<file path="config.mk">
export PLATFORM = sky130hd
export DESIGN_NAME = pipelined_carry_adder
export DESIGN_NICKNAME = d
export VERILOG_FILES = /design/src/rtl/pipelined_carry_adder.sv
export SDC_FILE = /design/constraint.sdc
export NUM_CORES = 1
export LEC_CHECK = 0
export ABC_CLOCK_PERIOD_IN_PS = 2200
export CAP_MARGIN = 20
export CORE_MARGIN = 1
export CORE_UTILIZATION = 40
export DETAILED_ROUTE_END_ITERATION = 12
export PLACE_DENSITY = 0.71
export SYNTH_ARGS = -nofsm -noshare
export SYNTH_HDL_FRONTEND = slang
export SYNTH_SLANG_ARGS = --single-unit
</file>
<file path="constraint.sdc">
create_clock -name clk -period 2.2 [get_ports clk]
set_clock_uncertainty 0.2 [all_clocks]
set_input_delay 0.22 -clock clk [delete_from_list [all_inputs] [get_ports clk]]
set_output_delay 0.22 -clock clk [all_outputs]
set_load 0.02 [all_outputs]
</file>
<file path="src/rtl/pipelined_carry_adder.sv">
// Add/subtract pipeline: each stage resolves one WIDTH/STAGES-bit carry segment and passes its carry on.
// Define PIPELINED_CARRY_ADDER_SATURATE_EN to clamp overflowing results to the signed limit.
module pipelined_carry_adder #(
  parameter int WIDTH  = 8,
  parameter int STAGES = 2
) (
  input  logic             clk,
  input  logic             rst,
  input  logic             in_valid,
  output logic             in_ready,
  input  logic [WIDTH-1:0] a,
  input  logic [WIDTH-1:0] b,
  input  logic             cin,
  input  logic             sub,
  output logic             out_valid,
  input  logic             out_ready,
  output logic [WIDTH-1:0] sum,
  output logic             cout,
  output logic             overflow,
  output logic             zero
);

  localparam int SEG  = WIDTH / STAGES;
  localparam int LAST = STAGES - 1;
  localparam int MSB  = WIDTH - 1;

  // Stage k registers: operand skew (a, effective b), partial-sum deskew, segment carry, valid.
  logic [STAGES-1:0] vld_q;
  logic [STAGES-1:0] c_q;
  logic [WIDTH-1:0]  a_q  [STAGES];
  logic [WIDTH-1:0]  bx_q [STAGES];
  logic [WIDTH-1:0]  ps_q [STAGES];
  logic              ovf_q;
  logic              zero_q;

  logic [STAGES-1:0] c_src;
  logic [STAGES-1:0] c_d;
  logic [WIDTH-1:0]  a_src  [STAGES];
  logic [WIDTH-1:0]  bx_src [STAGES];
  logic [WIDTH-1:0]  ps_src [STAGES];
  logic [WIDTH-1:0]  ps_d   [STAGES];
  logic [SEG:0]      seg_sum [STAGES];
  logic [WIDTH-1:0]  raw_sum;
  logic [WIDTH-1:0]  fin_sum;
  logic              fin_ovf;
  logic              fin_zero;
  logic              a_msb;
  logic              bx_msb;

  assign out_valid = vld_q[LAST];
  assign in_ready  = ~(out_valid & ~out_ready);
  assign sum       = ps_q[LAST];
  assign cout      = c_q[LAST];
  assign overflow  = ovf_q;
  assign zero      = zero_q;

  // Subtract is folded in at entry as ~b with a forced carry-in, so later stages only add.
  always_comb begin
    c_src     = '0;
    a_src[0]  = a;
    bx_src[0] = sub ? ~b : b;
    c_src[0]  = sub | cin;
    ps_src[0] = '0;
    for (int k = 1; k < STAGES; k++) begin
      a_src[k]  = a_q[k-1];
      bx_src[k] = bx_q[k-1];
      c_src[k]  = c_q[k-1];
      ps_src[k] = ps_q[k-1];
    end
    for (int k = 0; k < STAGES; k++) begin
      seg_sum[k] = {1'b0, a_src[k][k*SEG +: SEG]} + {1'b0, bx_src[k][k*SEG +: SEG]}
                 + {{SEG{1'b0}}, c_src[k]};
      ps_d[k] = ps_src[k];
      ps_d[k][k*SEG +: SEG] = seg_sum[k][SEG-1:0];
      c_d[k] = seg_sum[k][SEG];
    end
    raw_sum = ps_d[LAST];
    a_msb   = a_src[LAST][MSB];
    bx_msb  = bx_src[LAST][MSB];
    fin_ovf = (a_msb ^ raw_sum[MSB]) & ~(a_msb ^ bx_msb);
`ifdef PIPELINED_CARRY_ADDER_SATURATE_EN
    fin_sum = raw_sum;
    if (fin_ovf) begin
      fin_sum = a_msb ? {1'b1, {(WIDTH-1){1'b0}}} : {1'b0, {(WIDTH-1){1'b1}}};
    end
`else
    fin_sum = raw_sum;
`endif
    fin_zero = (fin_sum == '0);
  end

  // The whole pipe, bubbles included, advances together or freezes together on back-pressure.
  always_ff @(posedge clk) begin
    if (rst) begin
      vld_q  <= '0;
      c_q    <= '0;
      ovf_q  <= 1'b0;
      zero_q <= 1'b0;
      for (int k = 0; k < STAGES; k++) begin
        a_q[k]  <= '0;
        bx_q[k] <= '0;
        ps_q[k] <= '0;
      end
    end else if (in_ready) begin
      vld_q[0] <= in_valid;
      for (int k = 1; k < STAGES; k++) begin
        vld_q[k] <= vld_q[k-1];
      end
      for (int k = 0; k < STAGES; k++) begin
        a_q[k]  <= a_src[k];
        bx_q[k] <= bx_src[k];
        ps_q[k] <= ps_d[k];
      end
      c_q        <= c_d;
      ps_q[LAST] <= fin_sum;
      ovf_q      <= fin_ovf;
      zero_q     <= fin_zero;
    end
  end

endmodule

</file>
======== After elaboration in Yosys (flattened, before gate mapping) ========
Memories as Yosys holds them, arrays and structs flattened.
Cells that the tools add are included.
storage, ports and cells
  word-level logic and storage cells ...... 41
  output and inout port bits .............. 13
  memory bits (writable) .................. 48
  flip-flop bits (word level) ............. 6
  memories ................................ 3
  input port bits ......................... 22
operators by class
  add/subtract/negate cells ............... 4
  bitwise logic cells ..................... 16
  multiplexer cells ....................... 13
  reduce and logical (&&, ||, !) cells .... 1
memory list
  memory  depth  width  read ports  clocked after Yosys merged registers in  wr ports  RTL line  source
  a_q     2      8      1           0                                        2         30        logic [WIDTH-1:0] a_q [STAGES];
  bx_q    2      8      1           0                                        2         31        logic [WIDTH-1:0] bx_q [STAGES];
  ps_q    2      8      2           0                                        2         32        logic [WIDTH-1:0] ps_q [STAGES];
operator list
  operator                                number
  8-bit two-way mux                       8
  4-bit by 4-bit adder with 5-bit output  2
  5-bit by 1-bit adder with 5-bit output  2
  8-bit zero test                         1
  8-bit NOT                               1
  1-bit OR                                8
  1-bit two-way mux                       5
  1-bit NOT                               3
  1-bit AND                               2
  1-bit XOR                               2

======== Depth between registers and ports, before layout ========
Gate-level depths: netlist (run 1).
  depth in word-level cells ............... 7
  depth in mapped cells ................... 7
  depth with buffers taken out ............ 6

======== Worst setup path after synthesis (run 1) ========
No wires, ideal clock.
  path kind ............................... input -> register
  start ................................... input port sub
  end ..................................... register c_q[0]
  stages .................................. 7
  library setup time ...................... 130 ps
  path buffers ............................ 1
  data required time ...................... 1,870 ps
  arrival ................................. 1,935 ps
  slack ................................... -66 ps
  cell sequence ........................... buf_2 or2_2 fa_1 fa_1 a21o_1 a211oi_1 nor3_1
on the way
  cells in the longest elaborated chain, start to end .. 3
  elaborated cells between the ends (all ways) .. 4
  those cells by class .................... 2 x add/sub; 1 x mux; 1 x bitwise
RTL lines
  item                                      RTL line  source
  start, declared                           14        input logic sub,
  8-bit two-way mux                         61        bx_src[0] = sub ? ~b : b;
  4-bit by 4-bit adder with 5-bit output    71        seg_sum[k] = {1'b0, a_src[k][k*SEG +: SEG]} + {1'b0, bx_src[k][k*SEG +: SEG]}
  5-bit by 1-bit adder with 5-bit output *  72        + {{SEG{1'b0}}, c_src[k]};
  end signal, assigned                      96        c_q <= '0;
  end signal, assigned                      114       c_q <= c_d;
  end, declared                             29        logic [STAGES-1:0] c_q;
Every way passes the cells marked *; elsewhere a longest branch is shown, timed or not.
A chain may end at the register's enable or synchronous reset.

======== Worst setup path in the final report (run 1) ========
  start ................................... memory bx_q[0][4]
  end ..................................... register zero_q (netlist: zero)
on the way
  cells in the longest elaborated chain, start to end .. 4
RTL lines
  item                                    RTL line  source
  start, declared                         31
  memory read 2 x 8 bit                   n/a
  4-bit by 4-bit adder with 5-bit output  71
  5-bit by 1-bit adder with 5-bit output  72
  net fin_sum[5]                          44        logic [WIDTH-1:0] fin_sum;
  8-bit zero test                         89        fin_zero = (fin_sum == '0);
  end signal, assigned                    117       zero_q <= fin_zero;
  end, declared                           34        logic zero_q;
The timed path passes the listed nets, and every way through them passes these cells.

==> impl_metrics.yaml, run 1 <==
sta:
  setup_viol: 0
  worstMarginPinSlew_ns: 0.3021
  finalHoldViolCount: 0
  holdWs_ns: 0.2533
  period_share_pct: 98.13
  finalMaxSlewViolations: 0
  fin_ws_ns: 0.04106
  slew_headroom_pct: 79.59
  fin_crit_ns: 2.159
  rsz0062_at_grt: "no"
  timing.fmax_mhz: 463.2
power_and_ir_drop:
  peakVddDrop_v: 0.0002368
  leakagePower_nw: 0.7308
  powerDensity_mw_per_mm2: 636.5
place:
  place_ws_ns: -0.3530
  dp_cells: 186
  io_buffer_count: 34
  hpwl_um: 1758
  place.gp.congestion: 0.7581
synth:
  yosysWarningCount: 0
  synth_top_family_by_area: "simple AND/OR/NAND/NOR gates"
  synth_common_cells: "edfxtp_1, and2_1, nor2_1"
  synth-edff-count: 20
  syn-cell-area_mm2: 0.001313
  synthArstFlopShare_pct: 0
  yosysMostFrequentCell: "edfxtp_1"
  avgSynthCellArea_um2: 12.74
  synthMuxAreaShare_pct: 0
  synth_seq_cells: 26
  yosys.area.top_type_share_pct: 45.76
  seq_area_frac_synth_pct: 54.91
  ys_top_cells_by_area: "edfxtp_1, dfxtp_1, fa_1"
  synth_top_cell_by_area: "edfxtp_1"
  synthesis.nets: 135
  yosysUniqueCellTypes: 28
  synthFlopType: "edfxtp_1"
  synth_compound_area_share_pct: 7.054
  synthSimpleGateAreaFrac_pct: 15.35
  synth_fa_ha_area_share_pct: 11.82
  synth_xor_area_share_pct: 8.675
  syn_inst: 103
hold_path:
  min_to: "vld_q[0]"
  whs_path_depth: 3
  hold_class: "input port to register"
  hp-start: "in_valid"
clock_tree:
  cts_setup_buffers: 0
  clock_path_buffers: 2
  cts_tree: "done"
  cts-htree-levels: 1
  cts_resized: 1
  ctsHoldBuffers: 0
  cts_made_buffers: 3
  clock_sinks: 26
  clk_latency_ns: 0.32
  cts.clk_slew.worst_paths_ns: 0.13
  cts_root_buffer: "clkbuf_4"
global_routing:
  antenna_found_initial: 0
  grt_pass1_wl_um: 3650
  groute.usage.overall_pct: 14.23
  overflow: 0
  grt_pass1_vias: 842
  grt_max_degree: 15
drt:
  route.detailed.drc: 0
  vias_per_cell: 4.626
  routed_wl_um: 2112
  drt_iter0_drc: 10
  wl_per_cell_um: 11.12
  postRouteAntennaNets: 0
  drt_first_pass_iters: 4
  vias: 879
run:
  drv_cap: 0
worst_setup_path:
  r2r_cells: 5
  rrSetupSlack_ns: 0.04
  required_ns: 2.25
  path_common_cell: "fa_1"
  worstSetupStartpointType: "register"
  path_cells: "fa_1 > fa_1 > nor4_1 > nand3_1 > o31ai_2"
  worstSetupPathType: "register to register"
  cp.arrival_ns: 2.21
  timing.rr.start: "bx_q[0][4]"
  slowest_delay_ns: 0.48
  crit_start: "bx_q[0][4]"
  cp_max_fo: 2
  crit_slowest_cell: "fa_1"
  rr_endpoint: "zero"
  cp_top_family: "adder cells"
  end_kind: "register"
  path_buf_inv: 0
floorplanning:
  dieArea_mm2: 0.003514
  rows: 20
  die_h_um: 59.28
  initial_utilization_pct: 42.64
  coreArea_mm2: 0.003078
  dieWidth_um: 59.28
  io_pins: 35
finish:
  syn2layout_area_growth_pct: 36.99
  nNetsFinal: 179
  stdcell_count: 190
  drive_gt1_share_pct: 14.38
  diodes: 0
status:
  status: "complete, no violations"
==> worst min-delay path, stage by stage <==
cell and delay (ns):
clkdlybuf4s50_1 0.40, nand2_1 0.06, a21oi_1 0.06
==> how the worst max path moves through the flow <==
stage | slack [ns] | endpoint | depth (start not counted)
floorplan | 0.03 | c_q[0] | 7
global placement | -0.31 | c_q[0] | 7
detailed placement | -0.35 | c_q[0] | 7
CTS | 0.04 | zero | 5
global route | 0.002 | zero | 5
finish | 0.04 | zero | 5
==> through the flow <==
| stage | cell area (um2) | TNS [ns] | util [%] | total power, mW |
|---|---|---|---|---|
| global placement | 1755 | -0.8624 | 57.03 | 0.9099 |
| CTS | 1790 | 0 | 58.17 | 1.152 |
| finish | 1798 | 0 | 58.41 | 1.144 |
| global route | 1798 | 0 | 58.41 | 1.204 |
| floorplan | 1318 | 0 | - | 0.7931 |
| detailed placement | 1755 | -1.049 | 57.03 | 0.9233 |
==> cell usage in the layout, fill, tap and decap left out, types with 3 or more instances in the layout <==
master           instances
a21o_1                   4
and2_1                  12
buf_4                    9
clkbuf_4                 3
clkdlybuf4s50_1         33
dfxtp_1                  6
edfxtp_1                20
ha_1                     6
nor2_1                  12
nor3_1                   3
xnor2_1                  7
xor2_1                   6
==> power breakdown <==
part | leakage, nW | internal (mW) | total (mW) | switching [mW]
logic | 0.428 | 0.163 | 0.299 | 0.136
clock network | 0.0210 | 0.101 | 0.235 | 0.134
registers | 0.281 | 0.589 | 0.609 | 0.0207
==> per-layer routing <==
metal  global-route usage (%)  part of all wire, %  vias to the layer above
met5                        0                    0                        -
li1                         -                    -                      446
met3                    1.310                  3.4                        4
met1                    16.31                   42                      403
met2                    26.65                   52                       26
met4                    6.122                  2.3                        0
==> state kept, by name, indices dropped and copies added, names as in the netlist <==
name / cells
vld_q: 2
overflow: 1
ps_q: 12
zero: 1
a_q: 4
c_q: 2
bx_q: 4
==> cell families after synthesis <==
| family | Yosys count |
|---|---|
| AO/OA/AOI/OAI | 11 |
| XOR/XNOR | 13 |
| adder cells (fa/ha/maj) | 10 |
| buffers and inverters | 5 |
| flip-flops | 26 |
| AND/OR/NAND/NOR | 38 |
==> area by class of cell <==
| type | count | area, um2 |
|---|---|---|
| Tap cell | 44 | 55.05 |
| Timing Repair Buffer | 43 | 406.6 |
| Multi-Input combinational cell | 72 | 575.6 |
| Clock buffer | 4 | 36.28 |
| Inverter | 1 | 3.754 |
| Sequential cell | 26 | 720.7 |
| Fill cell | 275 | 1280 |
Power figures use the tool's default switching activity.
==> run 2, diff against run 1 <==
Settings changed: CORE_MARGIN 1 to 2.
==> impl_metrics.yaml, run 2 (synthesis results as in run 1) <==
run:
  drv_cap: 0
global_routing:
  grt_pass1_vias: 889
  overflow: 0
  groute.usage.overall_pct: 13.34
  grt_max_degree: 16
  antenna_found_initial: 0
  grt_pass1_wl_um: 3588
sta:
  period_share_pct: 95.94
  timing.fmax_mhz: 473.8
  tns_ns: 0
  finalMaxSlewViolations: 0
  setup_viol: 0
  fin_crit_ns: 2.111
  worstMarginPinSlew_ns: 0.2801
  holdWs_ns: 0.2349
  slew_headroom_pct: 81.33
  finalHoldViolCount: 0
finish:
  regMostFlops: "ps_q"
  reg_top3: "ps_q: 12 flops, a_q: 4 flops, bx_q: 4 flops"
  finalCoreUtilization_pct: 59.47
  diodes: 0
  nNetsFinal: 181
  final_cell_area_mm2: 0.001831
  final_common_cell: "clkdlybuf4s50_1"
  drive_gt1_share_pct: 15.54
  largest_reg_flops: 12
  layout_common_cells: "clkdlybuf4s50_1, edfxtp_1, nor2_1, and2_1, buf_4"
  syn2layout_area_growth_pct: 39.47
floorplanning:
  die_h_um: 61.28
  io_pins: 35
  rows: 20
  coreArea_mm2: 0.003078
  initial_utilization_pct: 42.64
  dieArea_mm2: 0.003755
  dieWidth_um: 61.28
clock_tree:
  cts_made_buffers: 3
  cts-htree-levels: 1
  cts.clk_slew.worst_paths_ns: 0.15
  clock_path_buffers: 2
  cts_tree: "done"
  cts_root_buffer: "clkbuf_4"
  clock_sinks: 26
  clk_latency_ns: 0.33
place:
  post_dp_cell_area_mm2: 0.001770
  io_buffer_count: 34
  place.gp.congestion: 0.7536
  hpwl_um: 1843
worst_setup_path:
  end_kind: "register"
  crit_end: "c_q[0]"
  cp.arrival_ns: 2.14
  crit_start: "cin"
  worstSetupStartpointType: "input port"
  rr_endpoint: "zero"
  r2r_cells: 5
  required_ns: 2.23
  cp_max_fo: 2
  rrSetupSlack_ns: 0.10
  timing.rr.start: "bx_q[0][4]"
  worstSetupPathType: "input port to register"
drt:
  vias: 893
  vias_per_cell: 4.651
  routed_wl_um: 2217
  postRouteAntennaNets: 0
  wl_per_cell_um: 11.55
  drt_first_pass_iters: 4
  drt_iter0_drc: 11
  route.detailed.drc: 0
hold_path:
  whs_path_depth: 3
  hold_class: "input port to register"
power_and_ir_drop:
  peakVddDrop_v: 0.0002937
  powerDensity_mw_per_mm2: 683.3
  leakagePower_nw: 0.7460
  power.total_mw: 1.251
status:
  status: "complete, no violations"
-- run 2: changes by cell type in the layout (fill, tap and decap cells not counted), sizes merged --
cell | previous run | this run
buf | 9 | 11
bufinv | 0 | 1
clkbuf | 4 | 3
-- run 2: stage by stage --
| stage | cells | setup slack, ns |
|---|---|---|
| global route | 192 | -0.01154 |
| global placement | 188 | -0.3114 |
| floorplan | 103 | 0.03441 |
| CTS | 192 | 0.07880 |
| finish | 192 | 0.08938 |
| detailed placement | 188 | -0.3685 |
-- run 2: cell type report --
type	instances	area (um2)
Fill cell	262	1247
Sequential cell	26	720.7
Multi-Input combinational cell	72	576.8
Timing Repair Buffer	45	421.7
Tap cell	44	55.05
Clock inverter	1	30.03
Clock buffer	3	22.52
Inverter	1	3.754
-- run 2: metal layers --
layer	up-vias	global-route usage (%)	routed length [um]
li1	446	-	-
met1	409	14.36	902
met2	32	24.77	1140
met3	6	2.521	130
met4	0	6.522	44
met5	-	0	0
-- run 2: critical path: stages --
cell,delay (ns)
clkdlybuf4s50_1,0.40
or2_2,0.29
fa_2,0.37
fa_2,0.37
a21o_1,0.17
a211oi_1,0.24
nor3_1,0.08
-- run 2: repair_timing --
item / 4_1_cts / 5_1_grt
hold buffers: 0 / 0
hold endpoints to repair: 0 / 0
pin swaps: 0 / 0
buffers inserted: 0 / 0
setup endpoints to repair: 1 / 1
gates resized for setup: 1 / 2
-- run 2: how the worst min path moves through the flow --
stage	slack, ns	from	endpoint
final	0.23	in_valid	vld_q[0]
after global routing	0.25	in_valid	vld_q[0]
after CTS	0.24	in_valid	vld_q[0]
after detailed placement	0.26	vld_q[0]	vld_q[0]
after global placement	0.24	vld_q[0]	vld_q[0]
after floorplan	0.16	in_valid	vld_q[0]
-- run 2: where the power goes --
part	switching, mW	total [mW]	internal [mW]
Sequential	0.0229	0.612	0.589
Combinational	0.139	0.307	0.168
Clock	0.147	0.332	0.184
Total	0.309	1.25	0.942
==> run 3, diff against run 2 <==
Settings changed: CORE_UTILIZATION 40 to 25, CTS_BUF_LIST from default to sky130_fd_sc_hd__clkbuf_2 sky130_fd_sc_hd__clkbuf_4 sky130_fd_sc_hd__clkbuf_8, PLACE_DENSITY 0.71 to default.
==> impl_metrics.yaml, run 3 (synthesis results as in run 1) <==
finish:
  multi_input_area_um2: 584.3
  diodes: 0
  reg_top3: "ps_q: 12 flops, a_q: 4 flops, bx_q: 4 flops"
  nNetsFinal: 182
  drive_gt1_share_pct: 16.78
  largest_reg_flops: 12
  finalCoreUtilization_pct: 37.43
  layout_common_cells: "clkdlybuf4s50_1, edfxtp_1, nor2_1, and2_1, buf_4"
  stdcell_count: 219
  regArea_um2: 720.7
  fillCellCount: 521
  regMostFlops: "ps_q"
  final_cell_area_mm2: 0.001899
  final_common_cell: "clkdlybuf4s50_1"
  syn2layout_area_growth_pct: 44.71
worst_setup_path:
  worstSetupPathType: "input port to register"
  crit_start: "b[0]"
  timing.rr.start: "bx_q[0][4]"
  slowest_delay_ns: 0.43
  rrSetupSlack_ns: 0.14
  crit_slowest_cell: "clkdlybuf4s50_1"
  r2r_cells: 5
  required_ns: 2.02
  cp.arrival_ns: 1.89
  path_common_cell: "fa_2"
  end_kind: "register"
  worstSetupStartpointType: "input port"
  path_cells: "clkdlybuf4s50_1 > xor2_1 > fa_2 > fa_2 > buf_4 > xnor2_1 > nor2_1"
  cp_max_fo: 2
global_routing:
  grt_max_degree: 16
  grt_pass1_wl_um: 4036
  overflow: 0
  antenna_found_initial: 0
  grt_pass1_vias: 941
  groute.usage.overall_pct: 8.727
sta:
  worstMarginPinSlew_ns: 0.3367
  fin_ws_ns: 0.1335
  rsz0062_at_grt: "no"
  setup_viol: 0
  finalMaxSlewViolations: 0
  period_share_pct: 93.93
  holdWs_ns: 0.2595
  timing.fmax_mhz: 483.9
  tns_ns: 0
  finalHoldViolCount: 0
  fin_crit_ns: 2.067
  slew_headroom_pct: 77.55
run:
  drv_cap: 0
drt:
  route.detailed.drc: 0
  wl_per_cell_um: 11.02
  drt_iter0_drc: 26
  vias: 869
  postRouteAntennaNets: 0
  drt_first_pass_iters: 4
  routed_wl_um: 2413
  vias_per_cell: 3.968
clock_tree:
  cts_made_buffers: 3
  clock_sinks: 26
  clock_path_buffers: 2
  cts_setup_buffers: 0
  cts_tree: "done"
  cts.clk_slew.worst_paths_ns: 0.09
  cts-htree-levels: 1
  cts_root_buffer: "clkbuf_8"
  clk_latency_ns: 0.27
status:
  status: "complete, no violations"
power_and_ir_drop:
  power.total_mw: 1.319
  leakagePower_nw: 0.7692
  powerDensity_mw_per_mm2: 694.6
  peakVddDrop_v: 0.0002513
hold_path:
  whs_path_depth: 2
  hp-start: "vld_q[0]"
  hold_class: "register to register"
place:
  io_buffer_count: 34
  place_ws_ns: -0.3673
  post_dp_cell_area_mm2: 0.001810
  hpwl_um: 1971
  place.gp.congestion: 0.7278
  dp_cells: 215
floorplanning:
  initial_utilization_pct: 25.86
  rows: 26
  io_pins: 35
  coreArea_mm2: 0.005075
  dieWidth_um: 76.46
  dieArea_mm2: 0.005845
  die_h_um: 76.46
-- run 3: cell type report --
cell class | instances | share of cell area [%]
repair buffers | 46 | 22.73
clock buffers | 3 | 2.174
inverters | 1 | 0.1976
multi-input cells | 72 | 30.76
well taps | 70 | 4.611
clock inverters | 1 | 1.581
flip-flops and latches | 26 | 37.94
-- run 3: power breakdown --
group	internal (mW)	switching, mW	leakage, nW	total [mW]
Sequential	0.589	0.0236	0.281	0.613
Clock	0.244	0.148	0.0357	0.391
Combinational	0.174	0.141	0.452	0.315
Total	1.01	0.313	0.769	1.32
-- run 3: final timing paths --
kind / endpoint
worst min-delay path: vld_q[0]
worst max register to register: zero
worst max-delay path: ps_q[0][2]
worst min register to register: vld_q[0]
-- run 3: repair_timing --
item | 4_1_cts | 5_1_grt
endpoints found under the hold margin | 0 | 0
pin swaps | 0 | 1
setup endpoints to repair | 3 | 3
gates cloned | 0 | 0
resized for setup | 1 | 5
hold buffers | 0 | 0
-- run 3: per-layer routing --
| metal | vias up | global-route usage (%) | part of all wire, % | routed length [um] |
|---|---|---|---|---|
| li1 | 446 | - | - | - |
| met1 | 389 | 9.985 | 44 | 1067 |
| met2 | 27 | 14.51 | 48 | 1166 |
| met3 | 7 | 2.133 | 4.6 | 111 |
| met4 | 0 | 5.636 | 2.8 | 68 |
| met5 | - | 0 | 0 | 0 |
-- run 3: critical path: cells and delay by family --
kind          cells  cell delay [ns]
fa+ha+maj         2             0.73
simple gates      1             0.05
buf+inv           2             0.57
xor+xnor          2             0.31
